File: config.mk
export PLATFORM = sky130hd
export DESIGN_NAME = sram_req_ctrl
export DESIGN_NICKNAME = d
export VERILOG_FILES = /design/src/rtl/sram_req_ctrl.sv
export SDC_FILE = /design/constraint.sdc
export NUM_CORES = 1
export LEC_CHECK = 0
export BUFFER_PORTS_ARGS = -buffer_cell sky130_fd_sc_hd__clkbuf_2
export CORE_MARGIN = 1
export CORE_UTILIZATION = 55
export CTS_CLUSTER_SIZE = 30
export DETAILED_ROUTE_END_ITERATION = 16
export MAX_ROUTING_LAYER = met4
export PLACE_DENSITY = 0.84
export SLEW_MARGIN = 20
export SYNTH_ARGS = -nofsm -noshare
export SYNTH_HDL_FRONTEND = slang
export SYNTH_SLANG_ARGS = --single-unit
File: constraint.sdc
create_clock -name clk -period 4.9 [get_ports clk]
set_input_delay 0.245 -clock clk [delete_from_list [all_inputs] [get_ports clk]]
set_output_delay 0.245 -clock clk [all_outputs]
set_load 0.05 [all_outputs]
File: src/rtl/sram_req_ctrl.sv
// rtl/sram_req_ctrl.sv - request front-end for the 1RW sram_wrapper: zero-fill, read latency tracking, credit-gated response FIFO
module sram_req_ctrl #(
  parameter int ADDR_W    = 7,
  parameter int DATA_W    = 8,
  parameter int RD_LAT    = 3,
  parameter int RSP_DEPTH = 4,
  parameter int INIT_EN   = 1
) (
  input  logic              clk,
  input  logic              rst,
  input  logic              req_valid,
  output logic              req_ready,
  input  logic              req_wmode,
  input  logic [ADDR_W-1:0] req_addr,
  input  logic [DATA_W-1:0] req_wdata,
  output logic              rsp_valid,
  input  logic              rsp_ready,
  output logic [DATA_W-1:0] rsp_rdata,
  output logic              init_done,
  output logic [ADDR_W-1:0] RW0_addr,
  output logic [DATA_W-1:0] RW0_wdata,
  output logic              RW0_en,
  output logic              RW0_wmode,
  input  logic [DATA_W-1:0] RW0_rdata
);

  localparam int WORDS = 2**ADDR_W;
  localparam int CNT_W = $clog2(RSP_DEPTH + 1);
  localparam int PTR_W = $clog2(RSP_DEPTH);

  typedef enum logic {ST_INIT, ST_RUN} state_t;

  state_t            state_q, state_d;
  logic [ADDR_W-1:0] init_cnt_q, init_cnt_d;
  logic              init_issue;
  logic              run;

  logic              s1_valid_q, s1_wmode_q;
  logic [ADDR_W-1:0] s1_addr_q;

  logic [RD_LAT-1:0] rd_pipe_q;
  logic [CNT_W-1:0]  outstanding_q;
  logic              accept, rd_accept, push, pop;

  logic [DATA_W-1:0] fifo_mem [RSP_DEPTH];
  logic [PTR_W-1:0]  wr_ptr_q, rd_ptr_q;
  logic [CNT_W-1:0]  count_q;

  // Zero-fill walks every address once, then hands over to RUN for good.
  always_ff @(posedge clk) begin
    if (rst) begin
      state_q    <= (INIT_EN != 0) ? ST_INIT : ST_RUN;
      init_cnt_q <= '0;
    end else begin
      state_q    <= state_d;
      init_cnt_q <= init_cnt_d;
    end
  end

  always_comb begin
    state_d    = state_q;
    init_cnt_d = init_cnt_q;
    init_issue = 1'b0;
    case (state_q)
      ST_INIT: begin
        init_issue = 1'b1;
        init_cnt_d = init_cnt_q + ADDR_W'(1);
        if (init_cnt_q == ADDR_W'(WORDS - 1)) state_d = ST_RUN;
      end
      default: ;
    endcase
  end

  assign run       = (state_q == ST_RUN);
  assign init_done = run;

  // A pop this cycle frees a credit, so a full FIFO can still accept in lockstep.
  assign pop       = rsp_valid & rsp_ready;
  assign req_ready = run & ((outstanding_q < CNT_W'(RSP_DEPTH)) | pop);
  assign accept    = req_valid & req_ready;
  assign rd_accept = accept & ~req_wmode;

  // Wrapper registers wdata one cycle, so data goes out now and addr/en one cycle later.
  assign RW0_wdata = run ? req_wdata : '0;

  always_ff @(posedge clk) begin
    if (rst) begin
      s1_valid_q <= 1'b0;
      s1_wmode_q <= 1'b0;
      s1_addr_q  <= '0;
    end else begin
      s1_valid_q <= init_issue | accept;
      if (init_issue) begin
        s1_addr_q  <= init_cnt_q;
        s1_wmode_q <= 1'b1;
      end else if (accept) begin
        s1_addr_q  <= req_addr;
        s1_wmode_q <= req_wmode;
      end else begin
        s1_wmode_q <= 1'b0;
      end
    end
  end

  assign RW0_en    = s1_valid_q;
  assign RW0_wmode = s1_wmode_q;
  assign RW0_addr  = s1_addr_q;

  // Top bit of the pipe marks the cycle RW0_rdata carries an accepted read.
  always_ff @(posedge clk) begin
    if (rst) begin
      rd_pipe_q     <= '0;
      outstanding_q <= '0;
    end else begin
      rd_pipe_q     <= {rd_pipe_q[RD_LAT-2:0], rd_accept};
      outstanding_q <= outstanding_q + CNT_W'(rd_accept) - CNT_W'(pop);
    end
  end

  assign push = rd_pipe_q[RD_LAT-1];

  always_ff @(posedge clk) begin
    if (rst) begin
      wr_ptr_q <= '0;
      rd_ptr_q <= '0;
      count_q  <= '0;
    end else begin
      if (push) wr_ptr_q <= wr_ptr_q + PTR_W'(1);
      if (pop)  rd_ptr_q <= rd_ptr_q + PTR_W'(1);
      count_q <= count_q + CNT_W'(push) - CNT_W'(pop);
    end
  end

  always_ff @(posedge clk) begin
    if (push) fifo_mem[wr_ptr_q] <= RW0_rdata;
  end

  assign rsp_valid = (count_q != '0);
  assign rsp_rdata = rsp_valid ? fifo_mem[rd_ptr_q] : '0;

  assert property (@(posedge clk) disable iff (rst) !(push && count_q == CNT_W'(RSP_DEPTH)));
  assert property (@(posedge clk) disable iff (rst) !(pop && count_q == '0));
  assert property (@(posedge clk) disable iff (rst) outstanding_q <= CNT_W'(RSP_DEPTH));

endmodule

==> impl_metrics.csv, run 1 <==
group,metric,value,unit
status,status,"finished, final reports clean",
setup_path,worst_setup_path_end_kind,"register",
sta,fmax,353,MHz
routing,drc,0,
clocking,htree_levels,3,
placement,place_congestion,0.845,
placement,dpl.hpwl,3540,um
floorplanning,num_rows,25,
synthesis,synthCells,216,
global_routing,grt_pass1_wl,8280,um
finish,final_layout_size_suffix_gt1_share,30.4,%
finish,fin_cells,343,
clocking,cts-root-buf,"clkbuf_8",
placement,placed_area,3070,um^2
setup_path,slowest_delay,520,ps
floorplanning,pin_count,56,
floorplanning,die_h,73.0,um
sta,rsz0062_at_grt,"no",
finish,syn_to_final_growth,17.8,%
synthesis,synth-edff-count,32,
routing,dr.pass1.iters,4,
setup_path,critPathSlowestCell,"dfxtp_1",
sta,setup_viol,0,
setup_path,critPathKind,"register to register",
power,internal-power,1.01,mW
routing,routed_wl,5080,um
synthesis,synth_fp_nets,255,
synthesis,yosys.cell_types.count,36,
placement,dp.cells,327,
floorplanning,start_util,58.0,%
flow_run,cap_viol_max_count,0,
finish,finish.instance_area,3270,um^2
synthesis,syn_area_per_cell,12.8,um^2
synthesis,synth_seq_cells,64,
sta,fin_worst_skew,10.2,ps
global_routing,grt_max_degree,34,
synthesis,synthArstFlopShare,0,%
routing,vias,1834,
sta,hold_viol,0,
clocking,cts.reportedPaths.clkPinSlew,70,ps
routing,drtIter0Drc,101,
floorplanning,fp.dieW,73.0,um
power,clkPwrFrac,27.2,%
sta,worst_slew_pin_slew,638,ps
synthesis,synth-seq-area-share,57.7,%
finish,num-nets-final,310,
clocking,cts_tree,"done",
power,power.density,492,nW/um^2
power,switching_power,0.597,mW
power,total_leakage_power,1.28,nW
power,swShare,37.1,%
routing,detail_route.wl_per_cell,14.8,um
setup_path,cp-start-kind,"register",
setup_path,crit_chain,"or4b_1 -> nand3_4 -> or3b_1 -> ha_1 -> inv_1 -> ha_1 -> inv_1 -> fa_1 -> xor2_1 -> and2_1 -> nor3_1",
power,power_frac_seq,41.0,%
finish,final_common_cell,"clkbuf_2",
global_routing,grt_use_total,21.6,%
sta,setup_tns,0,ps
worst_hold_path,hold_class,"primary input to register",
synthesis,yosys_warnings,0,
clocking,clock_path_buffers,2,
clocking,clkLatencyLatePin,330,ps
sta,slew_violations,0,
routing,ant_nets,0,
synthesis,synthesis.area,2770,um^2
sta,max-slew-margin-rel,57.2,%
floorplanning,dieArea,5330,um^2
power,ir_drop,0.276,mV
setup_path,worst-endpoint-required,5140,ps
placement,port_buffers,55,
clocking,cts_buffers,9,
synthesis,synthFlopType,"edfxtp_1",
global_routing,gr-total-overflow,0,
clocking,post_cts_buffers,0,
finish,diodes,0,
setup_path,crit_arrival,3080,ps
sta,period_needed,2840,ps
clocking,clock-sinks,64,
global_routing,antenna_found_initial,0,
finish,layout_common_cells,"clkbuf_2, dfxtp_1, edfxtp_1",
clocking,postCtsHoldBufs,0,
global_routing,grt_pass1_vias,1769,
routing,vias_per_cell,5.35,
sta,fin_crit_sh,57.9,%
setup_path,cp_max_fo,9,
clocking,post_cts_resize_count,0,
floorplanning,core,4790,um^2
power,power_frac_comb,31.7,%
[per-layer routing]
layer | GRT usage [%] | routed length [um]
met5 | - | 0
met2 | 35.3 | 2690
met4 | 5.23 | 40
met3 | 6.22 | 189
met1 | 26.6 | 2160
[sequential cells by signal (all words and copies together) (netlist names), named ones only]
| signal | flops |
|---|---|
| fifo_mem | 32 |
| RW0_addr | 7 |
| init_cnt_q | 7 |
| count_q | 3 |
| outstanding_q | 3 |
| rd_pipe_q | 3 |
| rd_ptr_q | 2 |
| wr_ptr_q | 2 |
| RW0_en | 1 |
| RW0_wmode | 1 |
| init_done | 1 |
[kinds of logic (layout without fill, tap and decap cells)]
group,count (synthesis),after routing,share of synthesized area [%]
adder cells (fa/ha/maj),11,11,5.50
multiplexers,10,10,7.22
AO/OA/AOI/OAI,26,26,6.77
flip-flops,64,64,57.7
AND/OR/NAND/NOR,73,73,15.8
buffers and inverters,23,83,4.15
XOR/XNOR,9,9,2.84
[power groups by stage]
stage / Combinational (mW) / Sequential, mW / Clock, mW
final: 0.510 / 0.660 / 0.438
after global routing: 0.554 / 0.669 / 0.464
after CTS: 0.512 / 0.660 / 0.444
after detailed placement: 0.507 / 0.671 / 0
after global placement: 0.493 / 0.666 / 0
after floorplan: 0.425 / 0.646 / 0
[cells in the mapped netlist (2+ instances only)]
cell | n | area, um^2
mux2i_1 | 2 | 20.0
o31ai_1 | 8 | 60.1
edfxtp_1 | 32 | 961
nor2b_1 | 14 | 87.6
xnor2_1 | 4 | 35.0
o21ai_0 | 3 | 15.0
dfxtp_1 | 32 | 641
nand2b_1 | 2 | 12.5
nor2_1 | 20 | 75.1
or3_1 | 3 | 18.8
buf_4 | 5 | 37.5
inv_1 | 11 | 41.3
ha_1 | 9 | 113
buf_2 | 2 | 10.0
a21oi_1 | 5 | 25.0
a311oi_1 | 7 | 61.3
and2_1 | 13 | 81.3
nand4_1 | 9 | 56.3
mux4_2 | 8 | 180
fa_1 | 2 | 40.0
xor2_1 | 5 | 43.8
clkbuf_1 | 3 | 11.3
nor3_1 | 2 | 10.0
nand2_1 | 3 | 11.3
[worst max-delay path: cells and delay by family (launching register included)]
family	cells	cell delay [ps]
simple gates	5	1180
xor+xnor	1	160
flops	1	520
fa+ha+maj	3	800
buf+inv	2	110
[layout make-up]
| class | instances | area [um^2] |
|---|---|---|
| Clock buffer | 9 | 124 |
| Clock inverter | 7 | 72.6 |
| Fill cell | 337 | 1520 |
| Inverter | 11 | 41.3 |
| Multi-Input combinational cell | 129 | 1060 |
| Sequential cell | 64 | 1600 |
| Tap cell | 67 | 83.8 |
| Timing Repair Buffer | 56 | 283 |
[metrics by stage]
step | util [%] | total power, mW | hold WS [ps] | setup WS (ps)
6_report | 68.3 | 1.61 | 120 | 2060
5_1_grt | 68.3 | 1.69 | 114 | 1880
3_5_place_dp | 64.1 | 1.18 | 429 | 2130
2_1_floorplan | - | 1.07 | 317 | 2290
4_1_cts | 68.2 | 1.62 | 109 | 2120
3_3_place_gp | 64.1 | 1.16 | 428 | 2260
[worst paths after layout]
check | start | endpoint | slack [ps] | cells past startpoint
worst max-delay path | count_q[1] | outstanding_q[2] | 2060 | 11
worst min-delay path | req_wmode | rd_pipe_q[0] | 120 | 2
worst max register to register | count_q[1] | outstanding_q[2] | 2060 | 11
worst min register to register | rd_pipe_q[1] | rd_pipe_q[2] | 450 | 1
Power figures use the tool's default switching activity.
==> run 2, diff against run 1 <==
--- a/config.mk
+++ b/config.mk
@@ -7,11 +7,11 @@
 export LEC_CHECK = 0
 export BUFFER_PORTS_ARGS = -buffer_cell sky130_fd_sc_hd__clkbuf_2
 export CORE_MARGIN = 1
-export CORE_UTILIZATION = 55
+export CORE_UTILIZATION = 49
 export CTS_CLUSTER_SIZE = 30
 export DETAILED_ROUTE_END_ITERATION = 16
 export MAX_ROUTING_LAYER = met4
-export PLACE_DENSITY = 0.84
+export PLACE_DENSITY = 0.79
 export SLEW_MARGIN = 20
 export SYNTH_ARGS = -nofsm -noshare
 export SYNTH_HDL_FRONTEND = slang
==> constraint.sdc (replaced) <==
create_clock -name clk -period 2.6 [get_ports clk]
set_input_delay 0.13 -clock clk [delete_from_list [all_inputs] [get_ports clk]]
set_output_delay 0.13 -clock clk [all_outputs]
set_load 0.05 [all_outputs]
==> impl_metrics.csv, run 2 (same netlist as run 1, synthesis figures left out) <==
group,metric,value,unit
setup_path,worstRegToRegCells,11,
clocking,cts_buffers,9,
setup_path,crit_arrival,2690,ps
floorplanning,pin_count,56,
routing,vias,1853,
placement,place_congestion,0.759,
setup_path,cp-start-kind,"register",
floorplanning,num_rows,27,
sta,fin_worst_skew,7.39,ps
finish,largest_register_ffs,32,
routing,routed_wl,4830,um
clocking,clkLatencyLatePin,330,ps
global_routing,gr-total-overflow,0,
routing,vias_per_cell,5.19,
setup_path,cp_max_fo,7,
finish,regMostFlops,"fifo_mem",
sta,hold_viol,0,
setup_path,critPathKind,"register to register",
power,finalPower,3.25,mW
finish,fin_cells,357,
sta,rsz0062_at_grt,"no",
finish,layout_common_cells,"clkbuf_2, edfxtp_1, dfxtp_1",
placement,dp.cells,339,
power,total_leakage_power,1.34,nW
floorplanning,core,5470,um^2
clocking,clock-sinks,64,
sta,fin_crit_sh,93.8,%
routing,detail_route.wl_per_cell,13.5,um
sta,setup_viol,0,
finish,final_common_cell,"clkbuf_2",
clocking,cts-root-buf,"clkbuf_8",
status,status,"finished, final reports clean",
sta,slew_violations,0,
placement,port_buffers,55,
floorplanning,dieArea,5970,um^2
sta,max-slew-margin-rel,59.7,%
sta,setup_tns,0,ps
worst_hold_path,hold_depth,1,
routing,drtIter0Drc,57,
global_routing,antenna_found_initial,0,
global_routing,grt_pass1_vias,1749,
finish,final_layout_size_suffix_gt1_share,31.9,%
setup_path,worst-endpoint-required,2850,ps
clocking,cts_tree,"done",
floorplanning,die_h,77.2,um
routing,dr.pass1.iters,4,
clocking,htree_levels,3,
global_routing,grt_use_total,17.8,%
clocking,clock_path_buffers,2,
finish,syn_to_final_growth,22.1,%
routing,ant_nets,0,
sta,worst_slew_pin_slew,605,ps
floorplanning,fp.dieW,77.2,um
floorplanning,start_util,50.7,%
flow_run,cap_viol_max_count,0,
finish,fillers,435,
sta,period_needed,2440,ps
worst_hold_path,hold_class,"primary input to register",
finish,num-nets-final,319,
power,power.density,960,nW/um^2
global_routing,grt_max_degree,34,
power,ir_drop,0.487,mV
routing,drc,0,
clocking,cts.reportedPaths.clkPinSlew,70,ps
global_routing,grt_pass1_wl,7780,um
finish,diodes,0,
clocking,post_cts_buffers,0,
placement,dpl.hpwl,3410,um
sta,fmax,410,MHz
setup_path,worst_setup_path_end_kind,"register",
run 2: cell count changes in the layout (fill, tap and decap cells not counted), sizes merged:
cell	delta
clkinv	-1
buf	+7
bufinv	+2
dlygate4sd3	+2
clkinvlp	-1
run 2: stage by stage:
step | hold slack [ps] | cell area (um^2) | setup slack, ps | utilization [%]
2_1_floorplan | 202 | 2780 | 124 | -
3_3_place_gp | 346 | 3130 | 160 | 57.1
3_5_place_dp | 342 | 3130 | 87.1 | 57.1
4_1_cts | 11.8 | 3380 | 57.2 | 61.8
5_1_grt | 17.5 | 3390 | 45.2 | 61.9
6_report | 25.3 | 3390 | 162 | 61.9
run 2: repair_timing:
item                                   in CTS  in global routing
setup endpoints to repair                   0                  1
hold buffers                                2                  0
endpoints found under the hold margin       5                  0
gates resized for setup                     0                  2
run 2: power by group:
part	switching (mW)	internal [mW]
sequential	0.0799	1.13
clock	0.364	0.628
combinational	0.653	0.399
run 2: layer usage:
layer  routed length [um]  global-route usage (%)  vias up
met5                    0                       -        -
met4                   63                    7.74        0
met3                  246                    5.00        6
met2                 2460                    28.8       59
met1                 2060                    20.7      878
li1                     -                       -      910
run 2: worst paths after layout:
| check | from | endpoint | slack (ps) |
|---|---|---|---|
| setup / recovery | outstanding_q[2] | outstanding_q[2] | 160 |
| hold / removal | RW0_rdata[7] | fifo_mem[0][7] | 30 |
| setup reg to reg | outstanding_q[2] | outstanding_q[2] | 160 |
| hold reg to reg | rd_pipe_q[1] | rd_pipe_q[2] | 440 |
run 2: critical path, stage by stage, from the launching register on:
cell and delay [ps]:
dfxtp_2 380, or4b_4 510, nand3_4 100, or3b_1 110, ha_1 220, inv_1 50, ha_1 130, inv_1 50
fa_1 370, xor2_1 160, and2_1 160, nor3_1 110
run 2: final cells by class:
type | instances | area [um^2] | area share [%]
clock buffer | 9 | 124 | 3.66
clock inverter | 7 | 110 | 3.25
inverter | 11 | 41.3 | 1.22
multi-input combinational | 129 | 1060 | 31.3
sequential | 64 | 1600 | 47.4
tap | 72 | 90.1 | 2.66
timing repair buffer | 65 | 355 | 10.5
==> run 3, diff against run 2 <==
==> constraint.sdc (replaced) <==
create_clock -name clk -period 2.6 [get_ports clk]
set_input_delay 0.13 -clock clk [delete_from_list [all_inputs] [get_ports clk]]
set_output_delay 0.13 -clock clk [all_outputs]
set_load 0.01 [all_outputs]
==> impl_metrics.csv, run 3 (same netlist as run 1, synthesis figures left out) <==
group,metric,value,unit
global_routing,grt_pass1_wl,8400,um
placement,placed_area,3130,um^2
sta,period_needed,2430,ps
clocking,htree_levels,3,
global_routing,grt_max_degree,34,
routing,detail_route.wl_per_cell,14.3,um
placement,place_worst_setup_slack,91.0,ps
floorplanning,dieArea,5970,um^2
finish,syn_to_final_growth,22.9,%
floorplanning,core,5470,um^2
floorplanning,num_rows,27,
power,total_leakage_power,1.35,nW
finish,largest_register_ffs,32,
finish,multi_input_area,1070,um^2
sta,hold_viol,0,
global_routing,antenna_found_initial,0,
routing,vias_per_cell,5.22,
routing,ant_nets,0,
finish,layout_common_cells,"clkbuf_2, edfxtp_1, dfxtp_1",
setup_path,worst_setup_path_end_kind,"register",
power,ir_drop,0.639,mV
global_routing,grt_pass1_vias,1801,
finish,final_layout_size_suffix_gt1_share,32.5,%
routing,routed_wl,5140,um
placement,dpl.hpwl,3550,um
routing,drtIter0Drc,57,
setup_path,crit_arrival,2640,ps
finish,num-nets-final,320,
sta,setup_viol,0,
sta,fin_ws,165,ps
clocking,cts_tree,"done",
finish,finish.instance_area,3410,um^2
routing,drc,0,
sta,max-slew-margin-rel,58.7,%
finish,final_common_cell,"clkbuf_2",
sta,fin_worst_skew,6.20,ps
clocking,clock_path_buffers,2,
floorplanning,pin_count,56,
clocking,cts-root-buf,"clkbuf_8",
routing,dr.pass1.iters,4,
setup_path,cp-start-kind,"register",
setup_path,cp_max_fo,7,
routing,vias,1869,
floorplanning,fp.dieW,77.2,um
worst_hold_path,hold_class,"primary input to register",
sta,rsz0062_at_grt,"no",
floorplanning,start_util,50.7,%
placement,port_buffers,55,
clocking,cts.reportedPaths.clkPinSlew,70,ps
finish,register_area,1610,um^2
clocking,clock-sinks,64,
power,power.density,887,nW/um^2
floorplanning,die_h,77.2,um
global_routing,grt_use_total,19.5,%
setup_path,critPathKind,"register to register",
sta,worst_slew_pin_slew,619,ps
clocking,clkLatencyLatePin,330,ps
setup_path,worst-endpoint-required,2800,ps
sta,fin_crit_sh,93.6,%
finish,diodes,0,
flow_run,cap_viol_max_count,0,
sta,setup_tns,0,ps
finish,fillers,413,
finish,regMostFlops,"fifo_mem",
sta,slew_violations,0,
status,status,"finished, final reports clean",
sta,fmax,411,MHz
clocking,post_cts_buffers,0,
global_routing,gr-total-overflow,0,
placement,place_congestion,0.789,
clocking,cts_buffers,9,
[run 3: path summary, 6_finish.rpt]
check	start	end	slack (ps)	cells past startpoint
max	outstanding_q[2]	outstanding_q[2]	170	11
min	RW0_rdata[0]	fifo_mem[0][0]	20	1
min reg2reg	rd_pipe_q[1]	rd_pipe_q[2]	440	1
max reg2reg	outstanding_q[2]	outstanding_q[2]	170	11
[run 3: worst max-delay path: stages (launching register included)]
cell and delay, ps:
dfxtp_4 370, or4b_4 220, nand3_4 70, or3b_1 360, ha_1 290, inv_1 60, ha_1 140, inv_1 50
fa_1 370, xor2_1 170, and2_1 160, nor3_2 40
[run 3: power breakdown]
| part | switching, mW | total [mW] | internal [mW] |
|---|---|---|---|
| combinational | 0.390 | 0.795 | 0.404 |
| clock | 0.380 | 1.02 | 0.638 |
| sequential | 0.0802 | 1.21 | 1.13 |
| total | 0.851 | 3.02 | 2.17 |
[run 3: repair_timing]
item / in CTS / in global routing
resized for setup: 0 / 4
endpoints found under the setup margin: 0 / 1
hold endpoints to repair: 3 / 0
hold buffers: 2 / 0
[run 3: metrics by stage]
step | utilization, % | power (mW) | instances | hold WS (ps)
2_1_floorplan | - | 1.75 | 216 | 202
3_3_place_gp | 57.2 | 1.99 | 340 | 341
3_5_place_dp | 57.2 | 2.01 | 340 | 339
4_1_cts | 62.0 | 3.04 | 358 | 6.91
5_1_grt | 62.3 | 3.19 | 358 | 10.4
6_report | 62.3 | 3.02 | 358 | 23.5
[run 3: metal layers]
layer  vias up  wire (um)  track usage, %
met4         0         68            8.49
li1        914          -               -
met3         8        307            5.83
met5         -          0               -
met1       880       2220            22.8
met2        67       2540            31.2
[run 3: area by class of cell]
cell class	instances	area share (%)
Sequential cell	64	47.1
Clock inverter	7	3.49
Multi-Input combinational cell	129	31.3
Inverter	11	1.21
Timing Repair Buffer	66	10.6
Tap cell	72	2.64
Clock buffer	9	3.63
